**src/rtl/ula_pkg.sv**
```systemverilog
// ============================================================================
// Module   : ula_pkg
// Purpose  : Opcodes, FSM encoding, output-register record and latency select
//            shared by the ULA sequencing front end.
// Revision : 1.0 - initial release
// ============================================================================
`default_nettype none

package ula_pkg;

  localparam logic [2:0] OP_SOMA = 3'b000;
  localparam logic [2:0] OP_SUB  = 3'b001;
  localparam logic [2:0] OP_MULT = 3'b010;
  localparam logic [2:0] OP_DIV  = 3'b011;
  localparam logic [2:0] OP_AND  = 3'b100;
  localparam logic [2:0] OP_OR   = 3'b101;
  localparam logic [2:0] OP_XOR  = 3'b110;
  localparam logic [2:0] OP_NOT  = 3'b111;

  typedef enum logic [1:0] {
    OCIOSO    = 2'd0,
    EXECUTA   = 2'd1,
    RESULTADO = 2'd2
  } estado_t;

  typedef struct packed {
    logic [7:0] resultado;
    logic       overflow;
    logic       zero;
    logic       carry_out;
    logic       erro;
  } saida_t;

  // Number of cycles the ULA inputs must stay stable for a given opcode.
  function automatic logic [3:0] latencia(input logic [2:0] op,
                                          input logic [3:0] lat_mult,
                                          input logic [3:0] lat_div);
    logic [3:0] w;
    case (op)
      OP_MULT: w = lat_mult;
      OP_DIV:  w = lat_div;
      default: w = 4'd1;
    endcase
    return w;
  endfunction

endpackage

`default_nettype wire

```
**src/rtl/ula_reg_saida.sv**
```systemverilog
// ============================================================================
// Module   : ula_reg_saida
// Purpose  : 12-bit result/flag holding register with load enable and
//            asynchronous active-low clear.
// Revision : 1.0 - initial release
// ============================================================================
`default_nettype none

module ula_reg_saida
  import ula_pkg::*;
(
  input  logic   clk,
  input  logic   rst,
  input  logic   carga_i,
  input  saida_t dado_i,
  output saida_t dado_o
);

  saida_t dado_q;

  always_ff @(posedge clk or negedge rst) begin
    if (!rst) begin
      dado_q <= '0;
    end else if (carga_i) begin
      dado_q <= dado_i;
    end
  end

  assign dado_o = dado_q;

endmodule

`default_nettype wire

```
**src/rtl/ula_controle_8bits.sv**
```systemverilog
// ============================================================================
// Module   : ula_controle_8bits
// Purpose  : Valid/ready sequencer that drives the 8-bit ULA, holds its inputs
//            for an opcode-dependent latency and registers result and flags.
//            Optional accumulator operand source: define ULA_CTRL_ACC_EN.
// Revision : 1.0 - initial release
// ============================================================================
`default_nettype none

module ula_controle_8bits
  import ula_pkg::*;
#(
  parameter int unsigned LAT_MULT  = 8,
  parameter int unsigned LAT_DIV   = 10,
  parameter logic [2:0]  OP_OCIOSO = 3'b100
) (
  input  logic       clk,
  input  logic       rst,
  input  logic       in_valid,
  output logic       in_ready,
  input  logic [7:0] in_a,
  input  logic [7:0] in_b,
  input  logic [2:0] in_op,
`ifdef ULA_CTRL_ACC_EN
  input  logic       in_usa_acc,
`endif
  output logic [7:0] ula_a,
  output logic [7:0] ula_b,
  output logic [2:0] ula_op,
  input  logic [7:0] ula_resultado,
  input  logic       ula_overflow,
  input  logic       ula_zero,
  input  logic       ula_carry_out,
  input  logic       ula_erro,
  output logic       out_valid,
  input  logic       out_ready,
  output logic [7:0] out_resultado,
  output logic       out_overflow,
  output logic       out_zero,
  output logic       out_carry_out,
  output logic       out_erro
);

  localparam logic [3:0] c_lat_mult = LAT_MULT[3:0];
  localparam logic [3:0] c_lat_div  = LAT_DIV[3:0];

  estado_t    estado_q, estado_d;
  logic [3:0] cnt_q, cnt_d;
  logic [7:0] ula_a_q, ula_a_d;
  logic [7:0] ula_b_q, ula_b_d;
  logic [2:0] ula_op_q, ula_op_d;
  logic       out_valid_q, out_valid_d;
  logic       captura;
  logic [7:0] operando_a;
  saida_t     captado;
  saida_t     saida_q;

`ifdef ULA_CTRL_ACC_EN
  logic [7:0] acc_q, acc_d;

  assign operando_a = in_usa_acc ? acc_q : in_a;
  assign acc_d      = captura ? ula_resultado : acc_q;

  always_ff @(posedge clk or negedge rst) begin
    if (!rst) begin
      acc_q <= '0;
    end else begin
      acc_q <= acc_d;
    end
  end
`else
  assign operando_a = in_a;
`endif

  always_ff @(posedge clk or negedge rst) begin
    if (!rst) begin
      estado_q    <= OCIOSO;
      cnt_q       <= '0;
      ula_a_q     <= '0;
      ula_b_q     <= '0;
      ula_op_q    <= OP_OCIOSO;
      out_valid_q <= 1'b0;
    end else begin
      estado_q    <= estado_d;
      cnt_q       <= cnt_d;
      ula_a_q     <= ula_a_d;
      ula_b_q     <= ula_b_d;
      ula_op_q    <= ula_op_d;
      out_valid_q <= out_valid_d;
    end
  end

  always_comb begin
    estado_d    = estado_q;
    cnt_d       = cnt_q;
    ula_a_d     = ula_a_q;
    ula_b_d     = ula_b_q;
    ula_op_d    = ula_op_q;
    out_valid_d = out_valid_q;
    captura     = 1'b0;
    case (estado_q)
      OCIOSO: begin
        if (in_valid) begin
          ula_a_d  = operando_a;
          ula_b_d  = in_b;
          ula_op_d = in_op;
          cnt_d    = latencia(in_op, c_lat_mult, c_lat_div) - 4'd1;
          estado_d = EXECUTA;
        end
      end
      EXECUTA: begin
        if (cnt_q == 4'd0) begin
          captura     = 1'b1;
          out_valid_d = 1'b1;
          estado_d    = RESULTADO;
        end else begin
          cnt_d = cnt_q - 4'd1;
        end
      end
      RESULTADO: begin
        // Operands stay put so the ULA outputs remain stable; only the
        // opcode is parked, keeping multiply/divide start deasserted.
        if (out_ready) begin
          out_valid_d = 1'b0;
          ula_op_d    = OP_OCIOSO;
          estado_d    = OCIOSO;
        end
      end
      default: estado_d = OCIOSO;
    endcase
  end

  assign captado = '{resultado: ula_resultado, overflow: ula_overflow,
                     zero: ula_zero, carry_out: ula_carry_out, erro: ula_erro};

  ula_reg_saida u_reg_saida (
    .clk     (clk),
    .rst     (rst),
    .carga_i (captura),
    .dado_i  (captado),
    .dado_o  (saida_q)
  );

  assign in_ready      = (estado_q == OCIOSO);
  assign ula_a         = ula_a_q;
  assign ula_b         = ula_b_q;
  assign ula_op        = ula_op_q;
  assign out_valid     = out_valid_q;
  assign out_resultado = saida_q.resultado;
  assign out_overflow  = saida_q.overflow;
  assign out_zero      = saida_q.zero;
  assign out_carry_out = saida_q.carry_out;
  assign out_erro      = saida_q.erro;

endmodule

`default_nettype wire
```
**config.mk**
```make
export PLATFORM = sky130hd
export DESIGN_NAME = ula_controle_8bits
export DESIGN_NICKNAME = d
export VERILOG_FILES = /design/src/rtl/ula_pkg.sv /design/src/rtl/ula_reg_saida.sv /design/src/rtl/ula_controle_8bits.sv
export SDC_FILE = /design/constraint.sdc
export NUM_CORES = 1
export LEC_CHECK = 0
export BUFFER_PORTS_ARGS = -buffer_cell sky130_fd_sc_hd__buf_4
export CAP_MARGIN = 20
export CORE_MARGIN = 2
export CORE_UTILIZATION = 35
export CTS_CLUSTER_SIZE = 16
export DETAILED_ROUTE_END_ITERATION = 16
export GPL_TIMING_DRIVEN = 1
export PLACE_DENSITY = 0.69
export SYNTH_ARGS = -nofsm -noshare
export SYNTH_HDL_FRONTEND = slang
export SYNTH_SLANG_ARGS = --single-unit
```
**constraint.sdc**
```tcl
create_clock -name clk -period 1.5 [get_ports clk]
set_input_delay 0.225 -clock clk [delete_from_list [all_inputs] [get_ports clk]]
set_output_delay 0.225 -clock clk [all_outputs]
set_load 0.02 [all_outputs]
```
==> results.toml <==
[outcome]
status = "finished, violations left"
violations = "setup timing"

[synthesis]
yosys_register_bits = 38
synth_edf_count = 0
syn_avg_cell_area_um2 = 13.74
synthCells = 115
syn_area_um2 = 1580
synth_nets = 151
ys_seq_area_share_pct = 60.25
async_flop_share_pct = 100.0
synth_top_area_share_pct = 58.59
yosys_warnings = 0
yosysTopAreaCell = "dfrtp_1"
synth_area_leaders = "dfrtp_1 (59%), mux2_1 (20%), nor2b_1 (2.4%), dfstp_2 (1.7%), buf_2 (1.6%)"
ys.flop_type = "dfrtp_1"
synth_cell_types = 28

[sta]
worst_slew_pin_slew_ns = 0.4673
hold_violations = 0
timing.final.ws_setup_ns = -0.006890
fin_setup_tns_ns = -0.008612
setup_viol = 2
fmax_ghz = 0.6636
finalClockSkew_ns = 0.003894
rsz0062_at_grt = "true"
max_slew_margin_pct = 68.85
slew_violations = 0
fin_crit_ns = 1.507
finalCritPeriodShare_pct = 100.5

[cts]
cts_tree = "yes"
cts_buffer_depth = 2
cts_inserted_buffers = 5
clkTransAtPathRegs_ns = 0.07
cts_root_buf = "clkbuf_8"
clk_latency_ns = 0.29
cts.sinks = 38
htree_levels = 2

[global_route]
grt_overflow = 0
antenna_found_initial = 0
grt_pass1_wl_um = 5727
grt_usage_pct = 14.50
grt_pass1_vias = 1305
grt_max_degree = 39

[drt]
final_antenna_net_count = 0
initialDrtViolationCount = 38
routed_wirelength_um = 3512
num_vias = 1189
via_per_inst = 4.814
drc = 0
dr.pass1.iters = 4
wire_per_inst_um = 14.22

[critical_path]
start_kind = "flip-flop"
end_kind = "flip-flop"
r2r_slack_ns = -0.007
criticalPathCategory = "flip-flop to flip-flop"
crit_slowest_cell = "dfrtp_2"
crit_required_ns = 1.67
crit_path_cell_trace = "nor4_4 > nand2_4 > buf_6 > mux2_1"
worstPathArrival_ns = 1.68
path_max_fanout = 7
max_stage_delay_ns = 0.45

[die]
ios = 68
row_count = 24
coreArea_um2 = 4354
initial_core_util_pct = 36.29
dieArea_um2 = 5069
die_w_um = 71.20
die_y_um = 71.20

[placement]
hpwl_um = 2526
gp_congestion = 0.7115
io_buffers = 67
dp.cells = 235
place_area_um2 = 2190

[layout]
nNetsFinal = 231
stdcell_area_um2 = 2421
drive_above_1_share_pct = 51.79
area_delta_synth_final_pct = 53.21
fill_cells = 362
n_antenna_cell = 0
fin_cells = 247
regArea_um2 = 954.7
multi_input_area_um2 = 658.1

[hold_path]
hold_path_class = "input pin to flip-flop"

[power_and_ir_drop]
vdd_ir_drop_max_mv = 1.167
clockPowerShare_pct = 15.6
pwr-share-comb_pct = 50.7
power_frac_seq_pct = 33.7
internal_power_mw = 3.549
switchingPower_mw = 2.087
power_per_cell_area_nw_per_um2 = 2328
finalPower_mw = 5.636
leakage_nw = 1.153
swShare_pct = 37.03

[job]
drv_cap = 0
## layout by cell type (no fill, tap or decap), types with 2 or more instances in the layout
master	n
o21ai_0	3
mux2i_1	2
nand2_1	2
mux2_4	5
dfrtp_2	2
buf_4	74
mux2_1	23
nor2b_1	6
a21oi_1	4
clkbuf_8	6
o2bb2ai_1	2
inv_1	3
dfrtp_1	35
buf_6	3
o21ai_1	2
nor2_1	3
## routing by layer
layer  track usage, %  up-vias  part of all wire (%)
met4            6.080        0                   1.4
li1                 -      560                     -
met5                0        -                     0
met1            16.01      576                    39
met2            25.31       48                    52
met3            4.986        5                   7.7
## what timing repair did
action	CTS	global route
hold buffers	1	0
pin swaps	0	4
gates cloned	0	0
setup buffers	0	4
setup endpoints to repair	14	28
hold endpoints to repair	37	0
gates resized for setup	4	17
## stage by stage
stage                     setup WS, ns  util, %  hold WS (ns)
after CTS                      0.02096    53.48        0.1164
after global routing          -0.06918    55.60        0.1033
final                        -0.006890    55.60        0.1216
after global placement         0.03070    50.29        0.2018
after detailed placement      -0.06491    50.29        0.2145
after floorplan                0.02795        -      -0.07059
## final timing paths
check                               start                     to  cells after the start
worst max-delay path             cnt_q[2]  u_reg_saida.dado_o[4]                      4
worst min-delay path            out_ready            estado_q[1]                      2
worst max register to register   cnt_q[2]  u_reg_saida.dado_o[4]                      4
worst min register to register   ula_a[7]               ula_a[7]                      1
max in group asynchronous             rst              ula_op[2]                      2
min in group asynchronous             rst  u_reg_saida.dado_o[8]                      2
## power by group through the flow
stage | combinational, mW | sequential (mW) | clock [mW]
finish | 2.86 | 1.90 | 0.876
detailed placement | 2.58 | 1.89 | 0
global route | 3.07 | 1.97 | 0.953
floorplan | 0.919 | 2.38 | 0
CTS | 2.62 | 1.89 | 0.903
global placement | 2.49 | 1.86 | 0
## cells by family after synthesis
family | Yosys count | synth area share, %
DFF | 38 | 60.25
AOI/OAI and AO/OA | 18 | 7.523
and+or+nand+nor | 19 | 7.681
adders and majority gates | 1 | 0.7916
buffers and inverters | 9 | 2.533
muxes | 30 | 21.22
## area by class of cell
cell class | count | share of cell area, %
clock buffers | 6 | 3.411
inverters | 3 | 0.4651
repair buffers | 79 | 25.58
flip-flops and latches | 38 | 39.43
clock inverters | 1 | 1.240
multi-input cells | 68 | 27.18
well taps | 52 | 2.687
## synth_stat cells (2+ instances only)
cell	instances
buf_2	5
a21oi_1	4
dfrtp_1	37
o21ai_0	3
mux2_1	28
nor2b_1	6
nand2_1	2
o2bb2ai_1	2
inv_1	3
nor2_1	4
o21ai_1	2
mux2i_1	2
nand2b_1	2
## worst max-delay path: cells and delay by family (launching register included)
kind	cells	cell delay (ns)
buf+inv	1	0.15
mux	1	0.32
flops	1	0.45
simple gates	2	0.47
## flip-flops by register name (all words and copies together) (netlist names)
register,flops
cnt_q,4
estado_q,2
ula_a,8
out_valid,1
ula_b,8
u_reg_saida.dado_o,12
ula_op,3
Note: power is estimated with default switching activity, not from simulation.
